===== src/rtl/ram_req_ctrl_if.sv =====
// Request/response handshake bundle between a requester and ram_req_ctrl.
interface ram_req_ctrl_if #(
  parameter int DATA_WIDTH = 32,
  parameter int ADDR_WIDTH = 4
);
  logic                  req_valid;
  logic                  req_ready;
  logic                  req_we;
  logic [ADDR_WIDTH-1:0] req_addr;
  logic [DATA_WIDTH-1:0] req_wdata;
  logic                  rsp_valid;
  logic                  rsp_ready;
  logic [DATA_WIDTH-1:0] rsp_rdata;
  logic                  rsp_err;

  // Requester side: issues requests, consumes responses.
  modport master (
    output req_valid, req_we, req_addr, req_wdata, rsp_ready,
    input  req_ready, rsp_valid, rsp_rdata, rsp_err
  );

  // Controller side.
  modport slave (
    input  req_valid, req_we, req_addr, req_wdata, rsp_ready,
    output req_ready, rsp_valid, rsp_rdata, rsp_err
  );
endinterface


===== src/rtl/ram_req_ctrl.sv =====
// Valid/ready front-end for a single-port synchronous RAM with 1-cycle read
// latency. Writes complete at acceptance; reads are buffered in a small
// response FIFO. Out-of-range reads return zero data with an error flag.
module ram_req_ctrl #(
  parameter int DATA_WIDTH = 32,
  parameter int DEPTH      = 16,
  parameter int ADDR_WIDTH = (DEPTH <= 1) ? 1 : $clog2(DEPTH),
  parameter int RSP_DEPTH  = 2
) (
  input  logic                  clk,
  input  logic                  rst_n,
  ram_req_ctrl_if.slave         bus,
  output logic                  ram_w_en,
  output logic [ADDR_WIDTH-1:0] ram_addr,
  output logic [DATA_WIDTH-1:0] ram_data_in,
  input  logic [DATA_WIDTH-1:0] ram_data_out
);
  localparam int PTR_W = (RSP_DEPTH <= 1) ? 1 : $clog2(RSP_DEPTH);
  localparam int CNT_W = $clog2(RSP_DEPTH + 1);

  logic [DATA_WIDTH-1:0] r_fifo_data [RSP_DEPTH];
  logic                  r_fifo_err  [RSP_DEPTH];
  logic [PTR_W-1:0]      r_wr_ptr;
  logic [PTR_W-1:0]      r_rd_ptr;
  logic [CNT_W-1:0]      r_count;
  logic                  r_rd_pend;
  logic                  r_rd_pend_err;

  logic                  w_oor;
  logic                  w_pop;
  logic                  w_push;
  logic                  w_req_ready;
  logic                  w_acc;
  logic                  w_acc_rd;
  logic [31:0]           w_occ;
  logic [PTR_W-1:0]      w_wr_ptr_nxt;
  logic [PTR_W-1:0]      w_rd_ptr_nxt;

  // Acceptance, back-pressure and address range decode.
  always_comb begin
    w_oor  = 32'(bus.req_addr) >= 32'(DEPTH);
    w_pop  = (r_count != '0) && bus.rsp_ready;
    w_push = r_rd_pend;
    // Occupancy once the in-flight read lands, crediting a pop on this edge.
    w_occ  = 32'(r_count) + 32'(r_rd_pend) - 32'(w_pop);
    w_req_ready = bus.req_we ? 1'b1 : (w_occ < 32'(RSP_DEPTH));
    w_acc    = bus.req_valid && w_req_ready;
    w_acc_rd = w_acc && !bus.req_we;
    w_wr_ptr_nxt = (r_wr_ptr == PTR_W'(RSP_DEPTH - 1)) ? '0 : r_wr_ptr + PTR_W'(1);
    w_rd_ptr_nxt = (r_rd_ptr == PTR_W'(RSP_DEPTH - 1)) ? '0 : r_rd_ptr + PTR_W'(1);
  end

  // RAM port is driven straight from the request; OOR writes are dropped.
  always_comb begin
    ram_addr    = bus.req_addr;
    ram_data_in = bus.req_wdata;
    ram_w_en    = w_acc && bus.req_we && !w_oor;
  end

  // Response side shows the FIFO head.
  always_comb begin
    bus.req_ready = w_req_ready;
    bus.rsp_valid = (r_count != '0);
    bus.rsp_rdata = r_fifo_data[r_rd_ptr];
    bus.rsp_err   = r_fifo_err[r_rd_ptr];
  end

  // Track the read whose RAM data arrives on the next edge.
  always_ff @(posedge clk or negedge rst_n) begin
    if (!rst_n) begin
      r_rd_pend     <= 1'b0;
      r_rd_pend_err <= 1'b0;
    end else begin
      r_rd_pend <= w_acc_rd;
      if (w_acc_rd) r_rd_pend_err <= w_oor;
    end
  end

  // Circular response FIFO; push is the landing read, pop is the consumer.
  always_ff @(posedge clk or negedge rst_n) begin
    if (!rst_n) begin
      r_wr_ptr <= '0;
      r_rd_ptr <= '0;
      r_count  <= '0;
      for (int unsigned i = 0; i < RSP_DEPTH; i++) begin
        r_fifo_data[i] <= '0;
        r_fifo_err[i]  <= 1'b0;
      end
    end else begin
      if (w_push) begin
        r_fifo_data[r_wr_ptr] <= r_rd_pend_err ? '0 : ram_data_out;
        r_fifo_err[r_wr_ptr]  <= r_rd_pend_err;
        r_wr_ptr              <= w_wr_ptr_nxt;
      end
      if (w_pop) r_rd_ptr <= w_rd_ptr_nxt;
      if (w_push && !w_pop)      r_count <= r_count + CNT_W'(1);
      else if (!w_push && w_pop) r_count <= r_count - CNT_W'(1);
    end
  end
endmodule


===== src/flat_wrapper.sv =====
// flat-port wrapper written by rule: the top's interface ports become plain ports
module ram_req_ctrl_flat 
#(
  parameter int DATA_WIDTH = 32,
  parameter int DEPTH      = 16,
  parameter int ADDR_WIDTH = (DEPTH <= 1) ? 1 : $clog2(DEPTH),
  parameter int RSP_DEPTH  = 2
)
  (clk, rst_n, ram_w_en, ram_addr, ram_data_in, ram_data_out, bus_req_valid, bus_req_we, bus_req_addr, bus_req_wdata, bus_rsp_ready, bus_req_ready, bus_rsp_valid, bus_rsp_rdata, bus_rsp_err);
  ram_req_ctrl_if #(.DATA_WIDTH(DATA_WIDTH), .ADDR_WIDTH(ADDR_WIDTH)) bus_i ();
  input  logic clk;
  input  logic rst_n;
  output logic ram_w_en;
  output logic [ADDR_WIDTH-1:0] ram_addr;
  output logic [DATA_WIDTH-1:0] ram_data_in;
  input  logic [DATA_WIDTH-1:0] ram_data_out;
  input wire logic [$bits(bus_i.req_valid)-1:0] bus_req_valid;
  input wire logic [$bits(bus_i.req_we)-1:0] bus_req_we;
  input wire logic [$bits(bus_i.req_addr)-1:0] bus_req_addr;
  input wire logic [$bits(bus_i.req_wdata)-1:0] bus_req_wdata;
  input wire logic [$bits(bus_i.rsp_ready)-1:0] bus_rsp_ready;
  output wire logic [$bits(bus_i.req_ready)-1:0] bus_req_ready;
  output wire logic [$bits(bus_i.rsp_valid)-1:0] bus_rsp_valid;
  output wire logic [$bits(bus_i.rsp_rdata)-1:0] bus_rsp_rdata;
  output wire logic [$bits(bus_i.rsp_err)-1:0] bus_rsp_err;
  assign bus_i.req_valid = bus_req_valid;
  assign bus_i.req_we = bus_req_we;
  assign bus_i.req_addr = bus_req_addr;
  assign bus_i.req_wdata = bus_req_wdata;
  assign bus_i.rsp_ready = bus_rsp_ready;
  assign bus_req_ready = bus_i.req_ready;
  assign bus_rsp_valid = bus_i.rsp_valid;
  assign bus_rsp_rdata = bus_i.rsp_rdata;
  assign bus_rsp_err = bus_i.rsp_err;
  ram_req_ctrl #(.DATA_WIDTH(DATA_WIDTH), .DEPTH(DEPTH), .ADDR_WIDTH(ADDR_WIDTH), .RSP_DEPTH(RSP_DEPTH)) u_core (.clk(clk), .rst_n(rst_n), .bus(bus_i), .ram_w_en(ram_w_en), .ram_addr(ram_addr), .ram_data_in(ram_data_in), .ram_data_out(ram_data_out));
endmodule

===== config.mk =====
export PLATFORM = sky130hd
export DESIGN_NAME = ram_req_ctrl_flat
export DESIGN_NICKNAME = d
export VERILOG_FILES = /design/src/rtl/ram_req_ctrl_if.sv /design/src/rtl/ram_req_ctrl.sv /design/src/flat_wrapper.sv
export SDC_FILE = /design/constraint.sdc
export NUM_CORES = 1
export LEC_CHECK = 0
export CAP_MARGIN = 20
export CORE_MARGIN = 2
export CORE_UTILIZATION = 44
export DETAILED_ROUTE_END_ITERATION = 7
export PLACE_DENSITY = 0.81
export SLEW_MARGIN = 20
export SYNTH_ARGS = -nofsm -noshare
export SYNTH_HDL_FRONTEND = slang
export SYNTH_SLANG_ARGS = --single-unit

===== constraint.sdc =====
create_clock -name clk -period 2.9 [get_ports clk]
set_input_delay 0.725 -clock clk [delete_from_list [all_inputs] [get_ports clk]]
set_output_delay 0.725 -clock clk [all_outputs]
set_load 0.05 [all_outputs]

**Word level (Yosys, flattened, before mapping)**

Cells that the tools add are included.

- Flip-flop bits (word level): 71
- Output and inout port bits: 72
- Logic and storage cells: 50

- $add $sub $neg: 6
- Order comparisons: 4
- Muxes and demuxes: 16
- Bitwise logic cells: 4
- Reduce and logical (&&, ||, !) cells: 12

Operators by type and width:

| kind | count |
|---|---|
| $mux W32 | 4 |
| $bwmux W64 | 1 |
| $demux W32 S1 | 1 |
| $lt A32 B2 Y1 const B | 1 |
| $sub A32 B1 Y32 | 1 |
| $logic_and A1 B1 Y1 | 7 |
| $mux W1 | 7 |
| $ge A2 B2 Y1 const B | 2 |
| $mux W2 | 2 |
| $not A1 Y2 | 2 |
| $reduce_bool A2 Y1 | 2 |
| $add A2 B1 Y3 | 1 |
| $logic_not A1 Y1 | 3 |
| $add A1 B1 Y1 const B | 2 |
| $add A2 B1 Y2 const B | 1 |
| $and A2 B2 Y2 | 1 |
| $lt A2 B1 Y1 const B | 1 |
| $not A2 Y2 | 1 |
| $sub A2 B1 Y2 const B | 1 |
| $demux W1 S1 | 1 |

**Longest topological paths before layout**

Gate-level depths: netlist of run 1.

- Depth after elaboration: 7
- Depth in mapped cells: 9
- Gate-level depth less buffers: 9

**Least setup slack after synthesis of run 1**

OpenSTA, ideal clock, no wires.

- Path kind: input to output
- From: in bus_rsp_ready
- To: out bus_req_ready
- Arrival: 1.945 ns
- Data required time: 2.175 ns
- Path slack: 0.230 ns
- Stages on the path: 7
- Cell sequence: o21ai_1 nor2_1 ha_1 ha_1 inv_1 o2111ai_1 nand3_1

- Word-level cells in the longest chain between the ends: 4

Ends and longest elaborated chain:

| item | RTL line | RTL |
|---|---|---|
| from (decl) | flat_wrapper.sv:21 | `input wire logic [$bits(bus_i.rsp_ready)-1:0] bus_rsp_ready;` |
| $logic_and A1 B1 Y1 | ram_req_ctrl.sv:42 | `w_pop = (r_count != '0) && bus.rsp_ready;` |
| $sub A32 B1 Y32 | ram_req_ctrl.sv:45 | `w_occ = 32'(r_count) + 32'(r_rd_pend) - 32'(w_pop);` |
| $lt A32 B2 Y1 | ram_req_ctrl.sv:46 | `w_req_ready = bus.req_we ? 1'b1 : (w_occ < 32'(RSP_DEPTH));` |
| $mux W1 | ram_req_ctrl.sv:46 |  |
| to (decl) | flat_wrapper.sv:22 | `output wire logic [$bits(bus_i.req_ready)-1:0] bus_req_ready;` |

Every way passes these cells.

**Final worst setup path of run 1**

- From: reg u_core.r_rd_pend
- To: reg u_core.r_rd_pend

- Word-level cells in the longest chain between the ends: 6

Ends and longest elaborated chain:

| item | RTL line | RTL |
|---|---|---|
| from (decl) | ram_req_ctrl.sv:26 | `logic r_rd_pend;` |
| from (signal assigned) | ram_req_ctrl.sv:74 | `r_rd_pend <= w_acc_rd;` |
| $add A2 B1 Y3 | ram_req_ctrl.sv:45 |  |
| $sub A32 B1 Y32 | ram_req_ctrl.sv:45 |  |
| $lt A32 B2 Y1 | ram_req_ctrl.sv:46 |  |
| $mux W1 | ram_req_ctrl.sv:46 |  |
| $logic_and A1 B1 Y1 | ram_req_ctrl.sv:47 | `w_acc = bus.req_valid && w_req_ready;` |
| $logic_and A1 B1 Y1 | ram_req_ctrl.sv:48 | `w_acc_rd = w_acc && !bus.req_we;` |
| via u_core.w_acc_rd | ram_req_ctrl.sv:34 | `logic w_acc_rd;` |

The timed path passes the listed nets, and every way through them passes these cells.
A chain may end at the register's enable or synchronous reset.

==> impl_metrics.tcl, run 1 <==
set metrics [dict create \
    rrSetupSlack_ps 120 \
    synth_most_common_cell "dfrtp_1" \
    ctsHoldBuffers 0 \
    chipWidth_um 94.8 \
    timing.final.crit_period_ps 2780 \
    vias 2008 \
    drt_iter0_markers 49 \
    min_period_over_period 0.958 \
    finalPower_mw 7.30 \
    track_usage 0.159 \
    grt_max_degree 39 \
    yosys.area.top_type "dfrtp_1" \
    syn-num-nets 329 \
    start_util 0.449 \
    cp_max_fo 4 \
    rsz0062_at_grt "false" \
    antenna_found_initial 0 \
    synth_edf_count 0 \
    holdWs_ps 466 \
    cp-end-kind "flop" \
    tightest_slew_ps 887 \
    drv_slew 0 \
    wl_per_cell_um 15.9 \
    syn_inst 248 \
    synthDominantCellAreaShare 0.489 \
    num_antenna_cells 0 \
    arrival_ps 3010 \
    hold_viol 0 \
    yosys.cell_types.count 24 \
    die_area_um2 8990 \
    cts_buffers 9 \
    gp_congestion 0.790 \
    leakage_nw 2.13 \
    cts.path.max_buffers 2 \
    avgSynthCellArea_um2 14.6 \
    synthTopCellsByArea "dfrtp_1 49%, mux2_2 21%, mux2_4 12%" \
    core_area_um2 8090 \
    drc 0 \
    ir_drop_uv 835 \
    ys_ff_latch 71 \
    clk_pin_slew_ps 90 \
    crit_required_ps 3140 \
    async_reset_ff_frac 1.00 \
    skew_ps 11.4 \
    finish.net_count 385 \
    grt_pass1_wl_um 11000 \
    yosys_warnings 0 \
    crit_type "reg2reg" \
    io_buffers 72 \
    drt.antenna.violating_nets 0 \
    grt_pass1_vias 2252 \
    die_y_um 94.8 \
    viasPerCell 4.85 \
    cts_tree "yes" \
    clk_latency_ps 330 \
    routed_wirelength_um 6600 \
    cts_sinks 71 \
    drive_gt1_frac 0.589 \
    hp-class "in2async" \
    syn2layout_area_growth_pct 34.3 \
    cts_max_level 3 \
    clock-root-buffer "clkbuf_8" \
    pwr_density_cell_nw_per_um2 1500 \
    max_cap_violations 0 \
    slew_headroom 0.407 \
    synthTopCellsByCount "71 x dfrtp_1, 68 x mux2_2, 36 x buf_4" \
    outcome "completed" \
    post-dp-hpwl_um 4400 \
    synth_area_um2 3630 \
    fmax_mhz 360 \
    rows 33 \
    ys_seq_area_frac 0.489 \
    finalSetupViolations 0 \
    num_io_pins 145 \
    grt.overflow.total 0 \
    start_kind "flop" \
    synth_top_flop_cell "dfrtp_1" \
    first_pass_iters 3 \
]
[critical path: stages, from the launching register on]
cell and delay, ps:
dfrtp_2 410, ha_4 150, inv_2 40, ha_1 270, inv_1 60, ha_4 170
ha_4 150, inv_1 80, nand3b_1 120, buf_4 150, buf_4 120, buf_4 120
buf_4 120, buf_4 120, buf_4 120, buf_4 120, buf_4 120, buf_4 110
a21oi_1 150
[cell usage in the layout (no fill, tap or decap), types with 2 or more instances in the layout]
master           Yosys  layout
dfrtp_1             71      69
dfrtp_2              0       2
and2_1               2       2
buf_4               36      18
mux2_4              29      29
ha_1                 7       4
mux2_2              68      68
clkinv_4             0       2
xor2_1               2       2
xnor2_1              3       3
buf_12               3      37
clkdlybuf4s50_1      0      35
ha_4                 0       3
inv_1                6       5
clkbuf_8             0      10
[logic make-up after synthesis]
family	count (synthesis)	share of synthesized area
flip-flops	71	0.489
buffers and inverters	53	0.115
AO/OA/AOI/OAI	3	0.00517
AND/OR/NAND/NOR	11	0.0176
adder cells (fa/ha/maj)	8	0.0296
multiplexers	97	0.331
XOR/XNOR	5	0.0121
[report_power, final]
group / internal, mW / switching, mW
sequential: 1.48 / 0.258
clock: 0.425 / 0.375
combinational: 2.53 / 2.23
total: 4.44 / 2.86
[state kept, by name, indices dropped and copies added, names as in the netlist]
register / count
u_core.r_rd_pend: 1
u_core.r_wr_ptr: 1
u_core.r_fifo_err: 2
u_core.r_fifo_data: 64
u_core.r_rd_ptr: 1
u_core.r_count: 2
[cell type report]
class	instances	area, um2
clock buffers	10	138
clock inverters	6	68.8
inverters	6	22.5
fillers	620	3220
repair buffers	92	1240
multi-input cells	124	1500
flip-flops and latches	71	1780
well taps	105	131
[per-stage QoR]
step	cell area, um2	cells	util	setup slack, ps	setup TNS, ps
finish	4870	414	0.602	123	0
detailed placement	4500	383	0.556	-178	-178
global route	4870	414	0.602	6.59	0
CTS	4810	409	0.595	21.7	0
floorplan	3630	248	-	230	0
global placement	4500	383	0.556	-69.8	-69.8
[path summary, 6_finish.rpt]
check | start | end | cells past startpoint
max | u_core.r_rd_pend$_DFF_PN0_ | u_core.r_rd_pend$_DFF_PN0_ | 18
min | rst_n | u_core.r_fifo_data[38]$_DFFE_PN0P_ | 1
max reg2reg | u_core.r_rd_pend$_DFF_PN0_ | u_core.r_rd_pend$_DFF_PN0_ | 18
min reg2reg | u_core.r_fifo_err[0]$_DFFE_PN0P_ | u_core.r_fifo_err[0]$_DFFE_PN0P_ | 1
max in group asynchronous | rst_n | u_core.r_fifo_data[45]$_DFFE_PN0P_ | 2
min in group clk | u_core.r_fifo_err[0]$_DFFE_PN0P_ | u_core.r_fifo_err[0]$_DFFE_PN0P_ | 1
[per-layer routing]
layer | wire (um) | global-route usage
met1 | 2840 | 0.213
met2 | 3320 | 0.257
met3 | 385 | 0.0375
met4 | 46 | 0.0495
met5 | 0 | 0
[what timing repair did]
item                                   4_1_cts  5_1_grt
gates resized for setup                     11        3
setup endpoints to repair                    1        2
endpoints found under the hold margin        0        0
cloned                                       0        0
pin swaps                                    3        2
buffers inserted                            10        5
Power figures use the tool's default switching activity.
==> run 2, diff against run 1 <==
Settings changed: CAP_MARGIN 20 to 15.
==> results of run 2 <==
The final DEF is identical to that of run 1; final timing and power are the same.
==> patch (flow settings as in run 1) <==
`DEPTH` is set to 16 in 2 places; all go to 64.
--- a/src/rtl/ram_req_ctrl.sv
+++ b/src/rtl/ram_req_ctrl.sv
@@ -3,7 +3,7 @@
 // response FIFO. Out-of-range reads return zero data with an error flag.
 module ram_req_ctrl #(
   parameter int DATA_WIDTH = 32,
-  parameter int DEPTH      = 16,
+  parameter int DEPTH      = 64,
   parameter int ADDR_WIDTH = (DEPTH <= 1) ? 1 : $clog2(DEPTH),
   parameter int RSP_DEPTH  = 2
 ) (
--- a/src/flat_wrapper.sv
+++ b/src/flat_wrapper.sv
@@ -2,7 +2,7 @@
 module ram_req_ctrl_flat 
 #(
   parameter int DATA_WIDTH = 32,
-  parameter int DEPTH      = 16,
+  parameter int DEPTH      = 64,
   parameter int ADDR_WIDTH = (DEPTH <= 1) ? 1 : $clog2(DEPTH),
   parameter int RSP_DEPTH  = 2
 )
Ports: changed (resized bus_req_addr and ram_addr); port bits go from 145 to 149. No check against the original RTL was run, so the function may have changed too.
==> patch against run 1 <==
  * Clock skew down 5.5 ps
  * Worst setup slack got worse by 110 ps
  * Global-route usage increased by 0.11 points
  * Total power is 1.2% higher
  * Final area rose by 0.36%
  * Routed wire length increased by 5.5%
  * Area after synthesis grew 0.41%
  * Synthesized cell count increased by 0.81%
  * Fmax down 3.7%
  * Sequential cell count unchanged
  * First-iteration DRC count is 37% lower
  * Non-clock buffer count up 2
  * Largest power group unchanged
  * Core utilization decreased by 0.090 points
==> patch: results (changes against run 1) <==
\begin{tabular}{lr}
\hline
Metric & Value \\
\hline
\multicolumn{2}{l}{\textbf{Global routing}} \\
\quad Maximum number of pins on one net before global-route repair & 38 (-2.6\%) \\
\quad Met3 track demand over resource in global routing & 0.0569 (+0.0194) \\
\quad Routing usage on met2 & 0.274 (+0.0171) \\
\quad First-pass GRT wire length & 11000 um (+0.25\%) \\
\quad Aggregate global-route resource usage & 0.160 (+0.00110) \\
\quad Met1 layer usage reported by global route & 0.186 (-0.0268) \\
\multicolumn{2}{l}{\textbf{Setup path}} \\
\quad Arrival time reported for the critical path endpoint & 2160 ps (-850 ps) \\
\quad Reg-to-reg slack, setup & 70 ps (-50 ps) \\
\quad Slowest Stage Delay on Critical Path & 430 ps (+20 ps) \\
\quad Critical path launch point & u\_core.r\_count[0] \\
\quad Critical-path cell with the highest stage delay & sky130\_fd\_sc\_hd\_\_fa\_1 \\
\multicolumn{2}{l}{\textbf{Synthesis}} \\
\quad Top post-synthesis cells by area & sky130\_fd\_sc\_hd\_\_dfrtp\_1, sky130\_fd\_sc\_hd\_\_mux2\_2, sky130\_fd\_sc\_hd\_\_mux2\_4 \\
\quad Synthesized-area fraction occupied by ao, oa, aoi and oai cells & 0.00515 (-0.0000213) \\
\quad Multiplexer fraction of the synthesized cell area & 0.330 (-0.00136) \\
\multicolumn{2}{l}{\textbf{Layout}} \\
\quad Fraction of final layout cells sized beyond drive strength 1 & 0.601 (+0.0123) \\
\quad Filler cell count & 625 (+0.81\%) \\
\quad Number of nets in the finished design & 389 (+1.0\%) \\
\multicolumn{2}{l}{\textbf{Routing}} \\
\quad Vias after detailed routing & 2082 (+3.7\%) \\
\quad DR WL/cell & 16.7 um (+4.9\%) \\
\quad Total routed wire length on the met1 layer & 2850 um (+0.14\%) \\
\quad Length of routed met2 wiring & 3630 um (+9.2\%) \\
\quad Number of design-rule violations left by the first detailed-router iteration & 31 (-37\%) \\
\quad Routed wire length on met3 & 378 um (-1.8\%) \\
\quad Number of iterations in the first detailed-routing pass & 4 (+1) \\
\multicolumn{2}{l}{\textbf{Clock tree}} \\
\quad Quantity of gates resized following cts & 7 (-4) \\
\multicolumn{2}{l}{\textbf{Timing}} \\
\quad Hold slack final & 473 ps (+7.30 ps) \\
\quad Worst Max-Slew Pin Slew & 867 ps (-20.3 ps) \\
\quad Worst setup skew after layout & 5.96 ps (-5.45 ps) \\
\multicolumn{2}{l}{\textbf{Placement}} \\
\quad Area after DPL & 0.00449 mm2 (-0.11\%) \\
\quad GPL Wtd Cong & 0.772 (-2.2\%) \\
\multicolumn{2}{l}{\textbf{Die}} \\
\quad Total core area & 0.00813 mm2 (+0.51\%) \\
\quad Initial standard-cell utilization of the core & 0.448 (about the same) \\
\multicolumn{2}{l}{\textbf{Pwr}} \\
\quad IR drop worst, VDD & 1.20 mV (+43\%) \\
\quad Leakage power summed over all cells & 2.13 nW (-0.17\%) \\
\quad Switching Fraction & 0.396 (+0.00416) \\
\quad Clk pwr & 808 uW (+0.9\%) \\
\multicolumn{2}{l}{\textbf{Status}} \\
\quad Run status & completed \\
\hline
\end{tabular}
-- patch: path summary, 6_finish.rpt --
path                                     endpoint  cells after the start
min in group clk             u_core.r_fifo_err[0]                      1
max reg2reg                      u_core.r_rd_pend                     19
min reg2reg                  u_core.r_fifo_err[0]                      1
min                        u_core.r_fifo_data[36]                      1
max                                 bus_req_ready                      8
max in group asynchronous   u_core.r_fifo_data[1]                      2
-- patch: metrics by stage --
stage	total power, mW	setup slack, ps	utilization	TNS, ps	instances
global route	7.71	-90.7	0.601	-118	416
floorplan	4.54	230	-	0	250
detailed placement	6.30	-105	0.553	-105	384
finish	7.39	15.5	0.601	0	416
global placement	6.19	-62.9	0.553	-62.9	384
CTS	7.34	28.6	0.593	0	413
-- patch: final cells by class --
type,instances,area share
flip-flops and latches,71,0.363
multi-input cells,124,0.308
repair buffers,94,0.255
clock buffers,10,0.0281
well taps,105,0.0269
clock inverters,6,0.0141
inverters,6,0.00460
